**config.mk**
```make
export PLATFORM = sky130hd
export DESIGN_NAME = serial_frame_sequencer
export DESIGN_NICKNAME = d
export VERILOG_FILES = /design/src/rtl/serial_frame_sequencer.sv
export SDC_FILE = /design/constraint.sdc
export NUM_CORES = 1
export LEC_CHECK = 0
export ABC_AREA = 1
export CAP_MARGIN = 15
export CORE_UTILIZATION = 53
export CTS_CLUSTER_DIAMETER = 30
export DETAILED_ROUTE_END_ITERATION = 8
export GPL_ROUTABILITY_DRIVEN = 0
export GPL_TIMING_DRIVEN = 0
export PLACE_DENSITY_LB_ADDON = 0.2
export REMOVE_ABC_BUFFERS = 1
export SYNTH_ARGS = -nofsm -noshare
export SYNTH_HDL_FRONTEND = slang
export SYNTH_SLANG_ARGS = --single-unit
```
**constraint.sdc**
```tcl
create_clock -name clk_i -period 2.7 [get_ports clk_i]
set_input_delay 0.675 -clock clk_i [delete_from_list [all_inputs] [get_ports clk_i]]
set_output_delay 0.675 -clock clk_i [all_outputs]
set_load 0.02 [all_outputs]
```
**src/rtl/serial_frame_sequencer.sv**
```systemverilog
// Bus-mapped serial frame sequencer: window decode, TX/RX/XCHG frames on sck/sdo/sdi, readback.
// Optional LSB-first frame order is compiled in when SERSEQ_LSB_FIRST_EN is defined.
module serial_frame_sequencer #(
  parameter int unsigned ADDR_W  = 14,
  parameter logic [1:0]  SEL_HI  = 2'b01,
  parameter int unsigned FRAME_W = 16,
  parameter int unsigned CLK_DIV = 2
) (
  input  logic               clk_i,
  input  logic               rst_ni,
  input  logic               sser_i,
  input  logic [ADDR_W-1:0]  ba_i,
  input  logic               br_w_i,
  input  logic [FRAME_W-1:0] din_i,
  output logic [FRAME_W-1:0] dout_o,
  output logic               dout_oe_o,
  output logic               busy_o,
  output logic               done_o,
  output logic               sck_o,
  output logic               sdo_o,
  output logic               sdo_oe_o,
  input  logic               sdi_i
);
  localparam int unsigned BitW  = (FRAME_W > 1) ? $clog2(FRAME_W) : 1;
  localparam int unsigned HalfW = (CLK_DIV > 1) ? $clog2(CLK_DIV) : 1;
  localparam logic [BitW-1:0]  BitLast  = BitW'(FRAME_W - 1);
  localparam logic [HalfW-1:0] HalfLast = HalfW'(CLK_DIV - 1);

  localparam logic [2:0] StIdle = 3'd0;
  localparam logic [2:0] StLoad = 3'd1;
  localparam logic [2:0] StLow  = 3'd2;
  localparam logic [2:0] StHigh = 3'd3;
  localparam logic [2:0] StDone = 3'd4;

  logic [2:0]         state_q, state_d;
  logic [1:0]         mode_q, mode_d;
  logic [FRAME_W-1:0] shift_q, shift_d;
  logic [FRAME_W-1:0] rx_q, rx_d;
  logic [BitW-1:0]    bit_q, bit_d;
  logic [HalfW-1:0]   half_q, half_d;
  logic               sticky_q, sticky_d;
  logic               sdo_q, sdo_d;
  logic               lsb_q, lsb_d;

  logic               sel, wr_en, rd_en, start, abort;
  logic               rx_bit, out_bit, lsb_req;
  logic [FRAME_W-1:0] shift_nxt;
  logic [FRAME_W-1:0] status;

  assign sel   = ~sser_i & (ba_i[ADDR_W-1:ADDR_W-2] == SEL_HI);
  assign wr_en = sel & ~br_w_i;
  assign rd_en = sel & br_w_i;
  assign start = wr_en & ba_i[7] & ~ba_i[6] & (ba_i[5:4] != 2'b00);
  assign abort = wr_en & ba_i[6];

  // Receive bit is zero for TX-only frames so the shifter just drains.
  assign rx_bit = mode_q[1] & sdi_i;

`ifdef SERSEQ_LSB_FIRST_EN
  assign lsb_req   = ba_i[3];
  assign shift_nxt = lsb_q ? {rx_bit, shift_q[FRAME_W-1:1]} : {shift_q[FRAME_W-2:0], rx_bit};
  assign out_bit   = lsb_q ? shift_q[0] : shift_q[FRAME_W-1];
  logic unused_ba;
  assign unused_ba = ^{ba_i[ADDR_W-3:8], ba_i[2:0]};
`else
  assign lsb_req   = 1'b0;
  assign shift_nxt = {shift_q[FRAME_W-2:0], rx_bit};
  assign out_bit   = shift_q[FRAME_W-1];
  logic unused_ba;
  assign unused_ba = ^{ba_i[ADDR_W-3:8], ba_i[3:0], lsb_q};
`endif

  assign busy_o    = (state_q != StIdle);
  assign done_o    = (state_q == StDone);
  assign sck_o     = (state_q == StHigh);
  assign sdo_o     = sdo_q;
  assign sdo_oe_o  = mode_q[0] & ((state_q == StLow) | (state_q == StHigh));
  assign dout_oe_o = rd_en;

  always_comb begin
    status    = '0;
    status[0] = busy_o;
    status[1] = sticky_q;
`ifdef SERSEQ_LSB_FIRST_EN
    status[2] = lsb_q;
`endif
  end

  assign dout_o = !rd_en ? '0 : (ba_i[4] ? status : rx_q);

  always_comb begin
    state_d  = state_q;
    mode_d   = mode_q;
    shift_d  = shift_q;
    rx_d     = rx_q;
    bit_d    = bit_q;
    half_d   = half_q;
    sticky_d = sticky_q;
    sdo_d    = sdo_q;
    lsb_d    = lsb_q;

    if (rd_en && ba_i[4]) begin
      sticky_d = 1'b0;
    end

    case (state_q)
      StIdle: begin
        if (start) begin
          state_d = StLoad;
          mode_d  = ba_i[5:4];
          shift_d = din_i;
          bit_d   = BitLast;
          lsb_d   = lsb_req;
        end
      end
      StLoad: begin
        sdo_d   = out_bit;
        half_d  = '0;
        state_d = StLow;
      end
      StLow: begin
        if (half_q == HalfLast) begin
          half_d  = '0;
          shift_d = shift_nxt;
          state_d = StHigh;
        end else begin
          half_d = half_q + 1'b1;
        end
      end
      StHigh: begin
        if (half_q == HalfLast) begin
          half_d = '0;
          if (bit_q == '0) begin
            state_d = StDone;
          end else begin
            // Shifter already advanced on the sampling edge; its head is the next bit.
            bit_d   = bit_q - 1'b1;
            sdo_d   = out_bit;
            state_d = StLow;
          end
        end else begin
          half_d = half_q + 1'b1;
        end
      end
      StDone: begin
        sdo_d    = 1'b0;
        sticky_d = 1'b1;
        if (mode_q[1]) begin
          rx_d = shift_q;
        end
        state_d = StIdle;
      end
      default: state_d = StIdle;
    endcase

    if (abort) begin
      state_d = StIdle;
      sdo_d   = 1'b0;
      rx_d    = rx_q;
    end
  end

  always_ff @(posedge clk_i) begin
    if (!rst_ni) begin
      state_q  <= StIdle;
      mode_q   <= 2'b00;
      shift_q  <= '0;
      rx_q     <= '0;
      bit_q    <= '0;
      half_q   <= '0;
      sticky_q <= 1'b0;
      sdo_q    <= 1'b0;
      lsb_q    <= 1'b0;
    end else begin
      state_q  <= state_d;
      mode_q   <= mode_d;
      shift_q  <= shift_d;
      rx_q     <= rx_d;
      bit_q    <= bit_d;
      half_q   <= half_d;
      sticky_q <= sticky_d;
      sdo_q    <= sdo_d;
      lsb_q    <= lsb_d;
    end
  end

endmodule

```
==> results by group <==
Power
  • PD cells: approximately 880 nW/um2
  • Leak: 1.20 nW
  • Maximum VDD drop: just under 700 uV
  • Power, Total: 2.46 mW

Clock tree
  • CTS tree: yes
  • Clk slew on worst S/H paths: ~0.08 ns
  • CTS Hold Bufs: 0
  • CTS Root Cell: clkbuf_8
  • Clock Sink Count: 44
  • Skew-Pair Late Insertion Delay: 0.29 ns
  • H-tree lvl count: 2
  • CTS Buffer Depth: 2
  • CTS buffer count: 5

Logic synthesis
  • Top post-synthesis cells by count: nor2_1, nand2_1, dfxtp_1
  • Syn Inst Count: about 360
  • Sequential area share after synthesis: 0.375
  • Main synth FF type: dfxtp_1
  • Post-synth EDFFs: 0
  • Post-synth top area share: 0.375
  • Post-synthesis average cell area: around 6.6 um2
  • Yosys warning total: 0
  • Most numerous cell in the Yosys netlist: nor2_1
  • Leading post-synthesis cells by cell area: dfxtp_1, nor2_1, nand2_1
  • Cell variety after synth: 24
  • Synth Register Bits: 44
  • Async set or reset register ratio after synthesis: 0
  • Top cell type by total area after synthesis: dfxtp_1
  • Synthesized area: around 2300 um2

Run
  • # Max-Cap Violations: 0

Setup path
  • WP data required: just over 2 ns
  • Critical path origin: ba_i[12]
  • Crit path DAT: 1.93 ns
  • Crit Path Max Fanout: 5
  • CP Capture Type: output port
  • R2R Path End: shift_q[6]
  • Crit path launch type: input port
  • R2R Setup Slk: between 0.5 and 0.6 ns
  • Worst R2R Start: state_q[1]
  • R2r worst-path depth: 6
  • Critical path class: in2out

Min path
  • Worst hold start: sticky_q
  • Hold depth: 2
  • HP Class: reg2reg
  • WHS Endpoint: sticky_q

Global route
  • Gr usage total: 0.236
  • Remaining Overflow, GRT: 0
  • Met3 usage: 0.0444
  • Busiest layer in global routing: met2
  • GR met2 Demand/Resource: 0.395
  • Largest net degree at the start of global routing: 42
  • First-pass GRT wire length: slightly above 8 mm
  • Met1 Track Usage GR: 0.299
  • Vias in the first global route: between 1500 and 2000
  • Antenna violations before repair: 0

Die
  • Die X-Extent: a little under 70 um
  • Chip height: ~69 um
  • CORE AREA: about 4100 um2
  • FP Rows: 23
  • Die ar.: approximately 4700 um2
  • Initial Util: 0.570
  • # IOs: 57

STA
  • Worst rel slew slack: 0.421
  • RSZ-0062 raised after global routing: no
  • Final Hold Vio Count: 0
  • Worst setup margin: 0.0989 ns
  • Fmax: 384 MHz
  • Final Cycle Share: 0.963
  • Worst slew pin tran: around 0.86 ns
  • Final slew viol count: 0
  • Setup violators final: 0
  • Clock Skews: about 0.0056 ns
  • Minimum clock period: around 2.6 ns

Placed design
  • Dpl cells: 438
  • I/O Buffers: 48
  • Post-DP HPWL: around 3.6 mm
  • Pre-CTS setup slack: -0.657 ns

Detailed routing
  • DRC Markers: 0
  • 1st-iter DRT viols: approximately 130
  • Routed vias/inst: 5.05
  • Total Wirelength: approximately 5.0 mm
  • Total number of vias: 2252
  • Routed length per placed instance: 11.3 um
  • DR pass1 iterations: 4
  • Antenna Nets Post-Route: 0

Final layout
  • Layout cells sized above 1: 0.101
  • Multi-input gate area: 1230 um2
  • Layout Nets: roughly 430
  • N_diodes: 0
  • Synthesis-to-layout area growth: 19.6%
  • Register area: about 880 um2
  • Non-Filler Instances: 446
  • Fillers: between 400 and 500

Status
  • Status: finished clean
-- cell type report --
class	instances	area share
Clock buffer	5	0.0245
Tap cell	50	0.0223
Multi-Input combinational cell	261	0.439
Clock inverter	2	0.00446
Timing Repair Buffer	50	0.150
Sequential cell	44	0.314
Inverter	34	0.0455
-- flip-flops by register name, indices dropped and copies added, names as in the netlist --
name      flops
bit_q         4
half_q        1
mode_q        2
rx_q         16
sdo_o         1
shift_q      16
state_q       3
sticky_q      1
-- report_power, final --
part	leakage [nW]	internal, mW	switching, mW
registers	0.359	0.777	0.145
clock network	0.0400	0.175	0.215
logic	0.796	0.420	0.732
total	1.20	1.37	1.09
-- layer usage --
metal	share of wire	wire length, um
met1	0.47	2390
met2	0.47	2390
met3	0.043	215
met4	0.0083	42
met5	0	0
-- worst max-delay path, cell delays in order --
cell             delay (ns)
clkdlybuf4s50_1        0.45
nand3_1                0.14
nor2_4                 0.20
buf_4                  0.14
nand3_1                0.06
o21ai_0                0.07
clkbuf_2               0.19
-- cell families (layout without fill, tap and decap cells) --
family                   after synthesis  after routing  synth area share
AO/OA/AOI/OAI                         51             51             0.115
XOR/XNOR                               1              1           0.00373
adder cells (fa/ha/maj)                2              2            0.0107
buffers and inverters                 53             91             0.106
flip-flops                            44             44             0.375
AND/OR/NAND/NOR                      207            207             0.390
-- cells in the final DEF (no fill, tap or decap), drive strengths merged, types with 3 or more instances in the layout --
cell / Yosys / routed
inv: 33 / 33
clkdlybuf4s50: 0 / 31
nand3: 28 / 28
a21oi: 29 / 29
clkbuf: 5 / 20
nor2: 85 / 85
nand2: 76 / 76
buf: 14 / 3
o21ai: 21 / 21
nand3b: 16 / 16
dfxtp: 44 / 44
-- per-stage QoR --
step	hold WS [ns]	setup TNS [ns]	instance area [um2]	util
floorplan	0.438	0	2230	-
global placement	0.455	-9.12	2770	0.673
detailed placement	0.462	-9.68	2780	0.676
CTS	0.474	0	2880	0.700
global route	0.503	0	2810	0.682
finish	0.468	0	2810	0.682
-- how the worst max path moves through the flow --
stage / end / slack, ns / cells after the start
after floorplan: dout_o[10] / 0.06 / 5
after global placement: dout_o[5] / -0.60 / 6
after detailed placement: dout_o[5] / -0.66 / 6
after CTS: dout_o[6] / 0.005 / 6
after global routing: dout_o[1] / 0.01 / 7
final: dout_o[0] / 0.1 / 7
-- timing repair --
action	4_1_cts	5_1_grt
setup buffers	0	1
pin swaps	0	1
gates resized for setup	38	18
endpoints found under the setup margin	21	16
Note: power is estimated with default switching activity, not from simulation.
==> variant: new RTL, same flow settings <==
Set the parameter `CLK_DIV` to 4 (it was 2).
--- a/src/rtl/serial_frame_sequencer.sv
+++ b/src/rtl/serial_frame_sequencer.sv
@@ -6,3 +6,3 @@
   parameter int unsigned FRAME_W = 16,
-  parameter int unsigned CLK_DIV = 2
+  parameter int unsigned CLK_DIV = 4
 ) (
Behaviour: not the same (a bounded check fails within 10 cycles, from zero or initial values and one cycle with rst_ni low).
==> variant against the original RTL <==
Sequential share of layout area grew 0.27 points; cell area rose by 1.2%; clock skew up 0.0015 ns; routed wire length grew 6.4%; worst setup slack got worse by 0.0080 ns; sequential cell count rose by 1; area after synthesis decreased by 0.96%; largest cell class unchanged.
Power is not compared: it rests on default switching activity, and its combinational part moved more than twofold at a synthesized area within 25%.
==> variant: results (changes against the original RTL) <==
Outcome
  – Status: finished, final reports clean

Global route
  – Met1 Use GR: 29.2% (-0.68 points)
  – Met3 GRT Util: 6.33% (+1.9 points)
  – Largest net degree at the start of global routing: 24 (-43%)
  – Vias in the first global route: 1934 (-1.2%)
  – Total track usage: 24.9% (+1.3 points)
  – First-pass GRT wire length: 8.58 mm (+3.2%)
  – Met2 Use GR: 44.0% (+4.5 points)

Worst setup path
  – Worst R2R Setup Slack: 1.04 ns (+0.50 ns)
  – R2r startpoint: state_q[0]
  – Worst reg2reg path endpoint: rx_q[1]
  – Worst R2R Path Depth: 7 (+1)
  – Critical Path End: dout_o[1]

Final layout
  – Diode count: 0 (unchanged)
  – Fin area: 0.00284 mm^2 (+1.2%)
  – Final-layout clock buffer total: 7 (+2)
  – Share of cells above drive strength 1: 12.4% (+2.3 points)
  – #MultiIn Comb: 251 (-3.8%)
  – Fillers: 371 (-7.9%)
  – Multi-input logic area: 0.00123 mm^2 (-0.30%)
  – Seq area share: 31.7% (+0.27 points)
  – Buffering overhead: 14.3% (-0.71 points)
  – Bufs w/o clock: 49 (-2.0%)
  – Clk cell area share: 4.09% (+1.2 points)
  – Nets: 424 (-2.1%)

Logic synthesis
  – Synth cell count leaders: nand2_1 (87), nor2_1 (68), dfxtp_1 (45)
  – Synth top area cells: dfxtp_1 (39%), nand2_1 (14%), nor2_1 (11%)
  – Synth unique cells: 27 (+13%)
  – Mux cell area share after synthesis: 0% (unchanged)
  – Post-synthesis xor/xnor area fraction: 0.377% (+0.0036 points)
  – Synthesized-area fraction occupied by adder cells: 1.61% (+0.55 points)
  – Post-Syn Area per Cell: 6.78 um^2 (+3.4%)
  – Synth Area in Compound Gates: 12.5% (+1.1 points)
  – Seq/Total Area, Yosys: 38.8% (+1.2 points)

Clock tree
  – # clock sinks: 45 (+2.3%)

Routing
  – Initial DRC Count: 211 (+59%)
  – M1 wire length: 2.34 mm (-2.0%)
  – WL met2: 2.68 mm (+12%)
  – Routed length on met3: 273 um (+27%)
  – Via count: 2269 (+0.75%)
  – Wire per inst: 12.3 um (+8.5%)

Placed design
  – Final HPWL DP: 3.44 mm (-4.9%)
  – Pre-CTS WS: -0.810 ns (-0.153 ns)
  – Number of instances in the placed design: 428 (-2.3%)

STA
  – Slew @ Worst Pin: 0.808 ns (-0.0553 ns)
  – Hold WS: 0.472 ns (+0.00349 ns)
  – Max Freq: 0.383 GHz (-0.31%)
  – Worst Clk Skew: 0.00718 ns (+0.00154 ns)

Pwr
  – Lkg Pwr: around 1.2 nW
  – Max IR drop VDD: 0.279 mV
[variant: cell count changes in the layout (fill, tap and decap cells not counted), sizes merged, moves of 13 or more]
cell / before / now
nor2: 85 / 72
buf: 3 / 17
clkbuf: 20 / 7
nand2: 76 / 93
nand3b: 16 / 1
[variant: worst max-delay path, stage by stage]
cell	delay, ns
clkdlybuf4s50_1	0.48
nand3_2	0.11
nor2_4	0.23
buf_4	0.15
nand3_1	0.05
nand2_1	0.07
buf_2	0.16
[variant: repair_timing]
action	4_1_cts	5_1_grt
pin swaps	0	2
buffers inserted	1	0
resized for setup	56	16
endpoints found under the setup margin	17	14
[variant: report_power, final]
group | leakage, nW | internal (mW) | switching, mW | total, mW
Clock | 0.0585 | 0.302 | 0.234 | 0.536
Combinational | 0.734 | 0.0492 | 0.0449 | 0.0941
Sequential | 0.362 | 0.666 | 0.00212 | 0.668
